==> config.mk <==
export PLATFORM = sky130hd
export DESIGN_NAME = fifo_wr_arbiter_flat
export DESIGN_NICKNAME = d
export VERILOG_FILES = /design/src/rtl/fifo_wr_arbiter_if.sv /design/src/rtl/fifo_wr_arbiter.sv /design/src/flat_wrapper.sv
export SDC_FILE = /design/constraint.sdc
export NUM_CORES = 1
export LEC_CHECK = 0
export ABC_AREA = 1
export CAP_MARGIN = 20
export CORE_ASPECT_RATIO = 1.75
export CORE_MARGIN = 1.5
export CORE_UTILIZATION = 38
export CTS_CLUSTER_SIZE = 12
export DETAILED_ROUTE_END_ITERATION = 10
export PLACE_DENSITY = 0.82
export SYNTH_ARGS = -nofsm -noshare
export SYNTH_HDL_FRONTEND = slang
export SYNTH_SLANG_ARGS = --single-unit
==> constraint.sdc <==
create_clock -name clk -period 2.8 [get_ports clk]
set_clock_uncertainty 0.05 [all_clocks]
set_input_delay 0.42 -clock clk [delete_from_list [all_inputs] [get_ports clk]]
set_output_delay 0.42 -clock clk [all_outputs]
set_load 0.03 [all_outputs]
==> src/rtl/fifo_wr_arbiter_if.sv <==
// Write-side bus between the producers, the round-robin write arbiter and the FIFO.
// The arbiter connects through the slave modport; producers and the FIFO model use master.
interface fifo_wr_arbiter_if #(
    parameter int FIFO_WIDTH = 16,
    parameter int NUM_REQ    = 4
);
    localparam int IW = $clog2(NUM_REQ);

    logic [NUM_REQ-1:0]            req;
    logic [NUM_REQ*FIFO_WIDTH-1:0] req_data;
    logic [NUM_REQ-1:0]            gnt;
    logic [NUM_REQ-1:0]            accept;
    logic [IW-1:0]                 owner;
    logic                          busy;
    logic                          fifo_wr_en;
    logic [FIFO_WIDTH-1:0]         fifo_data_in;
    logic                          fifo_full;
    logic                          fifo_overflow;
    logic                          err_overflow;

    modport slave (
        input  req, req_data, fifo_full, fifo_overflow,
        output gnt, accept, owner, busy, fifo_wr_en, fifo_data_in, err_overflow
    );

    modport master (
        output req, req_data, fifo_full, fifo_overflow,
        input  gnt, accept, owner, busy, fifo_wr_en, fifo_data_in, err_overflow
    );
endinterface

==> src/rtl/fifo_wr_arbiter.sv <==
// Round-robin arbiter sharing one FIFO write port among NUM_REQ producers,
// granting bounded bursts of up to MAX_BURST words and never writing while full.
module fifo_wr_arbiter #(
    parameter int FIFO_WIDTH = 16,
    parameter int NUM_REQ    = 4,
    parameter int MAX_BURST  = 4
) (
    input  logic             clk,
    input  logic             rst,
    fifo_wr_arbiter_if.slave arb
);
    localparam int IW = $clog2(NUM_REQ);
    localparam int BW = $clog2(MAX_BURST) + 1;
    localparam logic [IW-1:0]      LAST_IDX  = IW'(NUM_REQ - 1);
    localparam logic [BW-1:0]      LAST_BEAT = BW'(MAX_BURST - 1);
    localparam logic [NUM_REQ-1:0] ONE_HOT0  = NUM_REQ'(1);

    typedef enum logic {S_IDLE, S_BURST} state_t;

    state_t               state_q;
    logic [NUM_REQ-1:0]   gnt_q;
    logic [IW-1:0]        owner_q;
    logic [IW-1:0]        rr_ptr_q;
    logic [BW-1:0]        beat_cnt_q;
    logic                 busy_q;
    logic                 err_q;

    logic [IW-1:0]         sel_d;
    logic [IW-1:0]         next_ptr_d;
    logic                  any_req_d;
    logic                  own_req_d;
    logic                  wr_en_d;
    logic                  burst_done_d;
    logic [FIFO_WIDTH-1:0] data_d;

    // First requester at or after rr_ptr, wrapping modulo NUM_REQ.
    always_comb begin
        int            idx;
        logic [IW-1:0] idx_w;
        sel_d     = '0;
        any_req_d = 1'b0;
        idx       = 0;
        idx_w     = '0;
        for (int k = 0; k < NUM_REQ; k++) begin
            idx   = (int'(rr_ptr_q) + k) % NUM_REQ;
            idx_w = IW'(idx);
            if (!any_req_d && arb.req[idx_w]) begin
                any_req_d = 1'b1;
                sel_d     = idx_w;
            end
        end
    end

    always_comb begin
        data_d = '0;
        for (int k = 0; k < NUM_REQ; k++) begin
            if (owner_q == IW'(k)) begin
                data_d = arb.req_data[k*FIFO_WIDTH +: FIFO_WIDTH];
            end
        end
    end

    assign own_req_d    = arb.req[owner_q];
    assign wr_en_d      = (state_q == S_BURST) && own_req_d && !arb.fifo_full;
    // A full stall keeps the owner's req high, so it never ends the burst.
    assign burst_done_d = (state_q == S_BURST) &&
                          ((wr_en_d && (beat_cnt_q == LAST_BEAT)) || !own_req_d);
    assign next_ptr_d   = (owner_q == LAST_IDX) ? '0 : owner_q + 1'b1;

    always_ff @(posedge clk or posedge rst) begin
        if (rst) begin
            state_q    <= S_IDLE;
            gnt_q      <= '0;
            owner_q    <= '0;
            rr_ptr_q   <= '0;
            beat_cnt_q <= '0;
            busy_q     <= 1'b0;
            err_q      <= 1'b0;
        end else begin
            if (arb.fifo_overflow) begin
                err_q <= 1'b1;
            end
            case (state_q)
                S_IDLE: begin
                    if (any_req_d) begin
                        owner_q    <= sel_d;
                        gnt_q      <= ONE_HOT0 << sel_d;
                        beat_cnt_q <= '0;
                        busy_q     <= 1'b1;
                        state_q    <= S_BURST;
                    end
                end
                S_BURST: begin
                    if (wr_en_d) begin
                        beat_cnt_q <= beat_cnt_q + 1'b1;
                    end
                    if (burst_done_d) begin
                        gnt_q    <= '0;
                        busy_q   <= 1'b0;
                        rr_ptr_q <= next_ptr_d;
                        state_q  <= S_IDLE;
                    end
                end
                default: state_q <= S_IDLE;
            endcase
        end
    end

    assign arb.gnt          = gnt_q;
    assign arb.owner        = owner_q;
    assign arb.busy         = busy_q;
    assign arb.err_overflow = err_q;
    assign arb.fifo_wr_en   = wr_en_d;
    assign arb.fifo_data_in = data_d;
    assign arb.accept       = wr_en_d ? (ONE_HOT0 << owner_q) : '0;
endmodule

==> src/flat_wrapper.sv <==
// flat-port wrapper written by rule: the top's interface ports become plain ports
module fifo_wr_arbiter_flat 
#(
    parameter int FIFO_WIDTH = 16,
    parameter int NUM_REQ    = 4,
    parameter int MAX_BURST  = 4
)
  (clk, rst, arb_req, arb_req_data, arb_fifo_full, arb_fifo_overflow, arb_gnt, arb_accept, arb_owner, arb_busy, arb_fifo_wr_en, arb_fifo_data_in, arb_err_overflow);
  fifo_wr_arbiter_if #(.FIFO_WIDTH(FIFO_WIDTH), .NUM_REQ(NUM_REQ)) arb_i ();
  input  logic clk;
  input  logic rst;
  input wire logic [$bits(arb_i.req)-1:0] arb_req;
  input wire logic [$bits(arb_i.req_data)-1:0] arb_req_data;
  input wire logic [$bits(arb_i.fifo_full)-1:0] arb_fifo_full;
  input wire logic [$bits(arb_i.fifo_overflow)-1:0] arb_fifo_overflow;
  output wire logic [$bits(arb_i.gnt)-1:0] arb_gnt;
  output wire logic [$bits(arb_i.accept)-1:0] arb_accept;
  output wire logic [$bits(arb_i.owner)-1:0] arb_owner;
  output wire logic [$bits(arb_i.busy)-1:0] arb_busy;
  output wire logic [$bits(arb_i.fifo_wr_en)-1:0] arb_fifo_wr_en;
  output wire logic [$bits(arb_i.fifo_data_in)-1:0] arb_fifo_data_in;
  output wire logic [$bits(arb_i.err_overflow)-1:0] arb_err_overflow;
  assign arb_i.req = arb_req;
  assign arb_i.req_data = arb_req_data;
  assign arb_i.fifo_full = arb_fifo_full;
  assign arb_i.fifo_overflow = arb_fifo_overflow;
  assign arb_gnt = arb_i.gnt;
  assign arb_accept = arb_i.accept;
  assign arb_owner = arb_i.owner;
  assign arb_busy = arb_i.busy;
  assign arb_fifo_wr_en = arb_i.fifo_wr_en;
  assign arb_fifo_data_in = arb_i.fifo_data_in;
  assign arb_err_overflow = arb_i.err_overflow;
  fifo_wr_arbiter #(.FIFO_WIDTH(FIFO_WIDTH), .NUM_REQ(NUM_REQ), .MAX_BURST(MAX_BURST)) u_core (.clk(clk), .rst(rst), .arb(arb_i));
endmodule
==> results_tabular.tex, run 1 <==
\begin{tabular}{lr}
\hline
Metric & Value \\
\hline
\multicolumn{2}{l}{\textbf{Status}} \\
\quad Run status & finished clean \\
\multicolumn{2}{l}{\textbf{GRT}} \\
\quad Most utilized layer in the global route result & met2 \\
\quad Total gr overflow & 0 \\
\quad Via count of the first global-routing pass & 1,815 \\
\quad Met3 Resource Use GR & 4.93\% \\
\quad M2 GR Usage & between 40\% and 50\% \\
\quad Pin count of the biggest net entering global routing & 34 \\
\quad Initial antenna violation count & 0 \\
\quad Total GRT Usage & 25.6\% \\
\quad Global-route wire length before repair & 8580 um \\
\quad Met1 global-route usage & 30.7\% \\
\multicolumn{2}{l}{\textbf{Power}} \\
\quad IR drop worst, VDD & around 0.0008 V \\
\quad Net switching component of the power & $\sim$1700 uW \\
\quad Overall Power & approximately 3000 uW \\
\quad Fraction of power consumed by sequential logic & 12.2\% \\
\quad Leakage power & around 0.0012 uW \\
\quad Proportion of total power due to net switching & 56.4\% \\
\quad Total power divided by cell area & 1160 mW/mm\^{}2 \\
\quad Part of the total power dissipated in combinational logic & 82.2\% \\
\quad Part of the total power dissipated in the clock network & 5.6\% \\
\quad Internal power & 1290 uW \\
\multicolumn{2}{l}{\textbf{Die}} \\
\quad I/O pin count & 101 \\
\quad Effective utilization at floorplan & 39.8\% \\
\quad Chip width & 49.8 um \\
\quad \# rows & 29 \\
\quad Area enclosed by the die boundary & $\sim$0.0042 mm\^{}2 \\
\quad Placeable core region & roughly 0.0037 mm\^{}2 \\
\quad Floorplan die height & 84.9 um \\
\multicolumn{2}{l}{\textbf{Synth}} \\
\quad Main area contributors after synthesis & dfrtp\_1 24\%, nand2\_1 19\%, a221oi\_1 9.6\%, o31ai\_1 8.2\%, nor2\_1 7.2\% \\
\quad Simple logic cell fraction of the synthesized area & 37.2\% \\
\quad Multiplexer share of the synthesized area & 0\% \\
\quad Mapped Nets & 305 \\
\quad Synthesized-area fraction occupied by adder cells & 5.15\% \\
\quad Area of the mapped netlist & $\sim$0.0015 mm\^{}2 \\
\quad Share of synthesized area occupied by flip-flops and latches & between 20\% and 30\% \\
\quad Post-synthesis cell type count & 27 \\
\quad Most common library cells after synthesis & 72 x nand2\_1, 28 x nor2\_1, 21 x inv\_1 \\
\quad Avg Synthesized Cell Area & 6.42 um\^{}2 \\
\quad Synth async-reset ratio & 100\% \\
\quad Compound-cell area share of the yosys netlist & around 23\% \\
\quad Number of instances in the synthesized netlist & between 200 and 250 \\
\quad Most frequently used flop master after synthesis & dfrtp\_1 \\
\quad Largest family of logic cells by synthesized area & simple AND/OR/NAND/NOR gates \\
\quad FF+latch count, synth & 14 \\
\quad Synthesized-area fraction occupied by xor and xnor cells & 0\% \\
\quad Post-synthesis cell type with the largest combined area & dfrtp\_1 \\
\quad Top cell type's share of synthesized area & 24.0\% \\
\quad Count leader, synth & nand2\_1 \\
\quad Synthesis warning total & 0 \\
\quad Number of enable-type register cells in the synthesized netlist & 0 \\
\multicolumn{2}{l}{\textbf{Final layout}} \\
\quad Area growth from synthesis to layout & 74.7\% \\
\quad NumNets Final & 403 \\
\quad Fraction of final layout cells with drive strength greater than 1 & 16.1\% \\
\quad Final instance area & 0.00255 mm\^{}2 \\
\quad \# fillers & $\sim$330 \\
\quad Utilization after layout & 69.5\% \\
\quad Number of diodes & 0 \\
\multicolumn{2}{l}{\textbf{Critical path}} \\
\quad Worst r2r dst & u\_core.arb.gnt[2] \\
\quad First element of the critical path & u\_core.arb.owner[0] \\
\quad Worst EP required & about 2.3 ns \\
\quad Crit-path leading delay family & buffers and inverters \\
\quad Reg2Reg Launch Point & u\_core.rr\_ptr\_q[0] \\
\quad Destination of the critical timing path & arb\_fifo\_data\_in[9] \\
\quad Worst-path cell with the longest stage delay & dfrtp\_1 \\
\quad Instance count on the critical path & 6 \\
\quad Cell breakdown of the critical path & inv\_1 -> ha\_1 -> clkinvlp\_4 -> nor2\_1 -> o31ai\_2 -> buf\_4 \\
\quad Register-to-register setup slack & 0.94 ns \\
\quad Number of buffer and inverter stages on the critical path & 3 \\
\quad Critical Path Source Type & flop \\
\quad Data arrival time of the critical path & 2.13 ns \\
\quad Nature of the critical path endpoint & primary output \\
\quad Worst path max stage delay & 0.44 ns \\
\quad Worst Path Class, Setup & reg -> out \\
\quad Cells on worst reg2reg path & 11 \\
\quad Critical path fanouts, max & 17 \\
\multicolumn{2}{l}{\textbf{Placed design}} \\
\quad Total placed instance area & 0.00249 mm\^{}2 \\
\quad I/O Buffers & 100 \\
\quad Gpl congestion & about 0.9 \\
\quad Post-DP HPWL & approximately 4200 um \\
\multicolumn{2}{l}{\textbf{STA}} \\
\quad Fmax & approximately 0.38 GHz \\
\quad Setup-violating endpoint count in the final report & 0 \\
\quad Final period utilization & 92.8\% \\
\quad Number of max-slew violations in the final report & 0 \\
\quad Hold Fails Final Rpt & 0 \\
\quad Hold\_ws & 0.422 ns \\
\quad Max-slew headroom at the worst pin & 65.0\% \\
\quad Unrepaired setup endpoints after global routing & no \\
\quad Time the final worst path needs with I/O delays and setup & 2.60 ns \\
\quad Transition time of the tightest slew-check pin & 0.525 ns \\
\quad Summed negative setup slack over all endpoints & 0 ns \\
\multicolumn{2}{l}{\textbf{Detailed routing}} \\
\quad Total wire length & 5340 um \\
\quad \# DRC & 0 \\
\quad Vias per cell & 5.26 \\
\quad Average wire per standard cell & approximately 14 um \\
\quad First-pass detailed-route iteration total & 4 \\
\quad Routed vias & 1,940 \\
\quad Remaining antenna violation count & 0 \\
\quad Starting DRC count in detailed routing & 28 \\
\multicolumn{2}{l}{\textbf{Hold path}} \\
\quad Cells on Worst Hold Path & 1 \\
\quad Type of the tightest min-delay check & reg -> reg \\
\multicolumn{2}{l}{\textbf{CTS}} \\
\quad Clock H-tree levels & 1 \\
\quad Bufs on Longest Clock Path & 2 \\
\quad Clock tree from TritonCTS & yes \\
\quad Number of hold buffers added after CTS & 0 \\
\quad Clk root buf & clkbuf\_8 \\
\quad Worst skew pair latency & 0.25 ns \\
\quad Setup repair bufs after CTS & 0 \\
\quad \# clock sinks & 14 \\
\quad Clock-pin slew on the worst setup and hold paths & 0.05 ns \\
\quad Total CTS buffers & 3 \\
\multicolumn{2}{l}{\textbf{Job}} \\
\quad Reported max-cap violation count & 0 \\
\hline
\end{tabular}
==> worst min path at each step <==
stage,from,end,slack (ns)
floorplan,rst,u_core.arb.busy,0.26
global placement,u_core.arb.err_overflow,u_core.arb.err_overflow,0.41
detailed placement,u_core.arb.err_overflow,u_core.arb.err_overflow,0.41
CTS,u_core.arb.err_overflow,u_core.arb.err_overflow,0.43
global route,u_core.arb.err_overflow,u_core.arb.err_overflow,0.46
finish,u_core.arb.err_overflow,u_core.arb.err_overflow,0.42
==> per-layer routing <==
layer	part of all wire [%]	vias up	wire length (um)
met5	0	-	0
met4	0.69	0	37
met3	7.7	5	409
met2	50	95	2690
met1	41	886	2210
li1	-	954	-
==> through the flow <==
| step | setup slack [ns] | instances |
|---|---|---|
| 4_1_cts | 0.00233 | 369 |
| 5_1_grt | 0.0374 | 369 |
| 3_3_place_gp | 0.0342 | 366 |
| 2_1_floorplan | 0.142 | 227 |
| 6_report | 0.202 | 369 |
| 3_5_place_dp | 0.00182 | 366 |
==> cell usage in the layout, fill, tap and decap left out, types with 3 or more instances in the layout <==
master	count
inv_2	3
a221oi_1	16
o31ai_1	6
o21ai_0	5
o31ai_2	10
clkbuf_8	3
nand3_1	17
ha_1	6
buf_4	25
nand2_1	72
o21ai_1	3
inv_1	21
clkdlybuf4s50_1	79
dfrtp_1	14
nor2_1	27
==> layout make-up <==
type | instances | area [um^2] | share of cell area (%)
clock buffers | 3 | 41.3 | 1.62
inverters | 25 | 97.6 | 3.83
multi-input cells | 176 | 1010 | 39.6
flip-flops and latches | 14 | 350 | 13.8
well taps | 46 | 57.6 | 2.26
repair buffers | 105 | 991 | 38.9
==> flip-flops by register name (all words and copies together), names as in the netlist <==
name	count
u_core.arb.owner	2
u_core.state_q	1
u_core.arb.gnt	4
u_core.arb.err_overflow	1
u_core.arb.busy	1
u_core.beat_cnt_q	3
u_core.rr_ptr_q	2
==> power groups by stage <==
stage | combinational, uW | sequential (uW) | clock, uW
floorplan | 1620 | 414 | 0
global placement | 2400 | 356 | 0
detailed placement | 2420 | 359 | 0
CTS | 2440 | 359 | 171
global route | 2670 | 368 | 178
finish | 2440 | 361 | 166
==> repair_timing <==
| item | CTS | global route |
|---|---|---|
| cloned | 0 | 0 |
| setup endpoints to repair | 16 | 17 |
| resized for setup | 1 | 3 |
==> cell families after synthesis <==
family                     after synthesis
and+or+nand+nor                        125
adders and majority gates                6
AOI/OAI and AO/OA                       45
buffers and inverters                   37
DFF                                     14
Note: power is estimated with default switching activity, not from simulation.
==> run 2: changes to the inputs <==
HOLD_SLACK_MARGIN = 0.08   (was not set)
==> results of run 2 <==
The final DEF is identical to that of run 1; final timing and power are the same.
==> run 3: changes to the inputs <==
CAP_MARGIN = not set   (was 20)
==> results of run 3 <==
The final DEF is identical to that of run 1; final timing and power are the same.
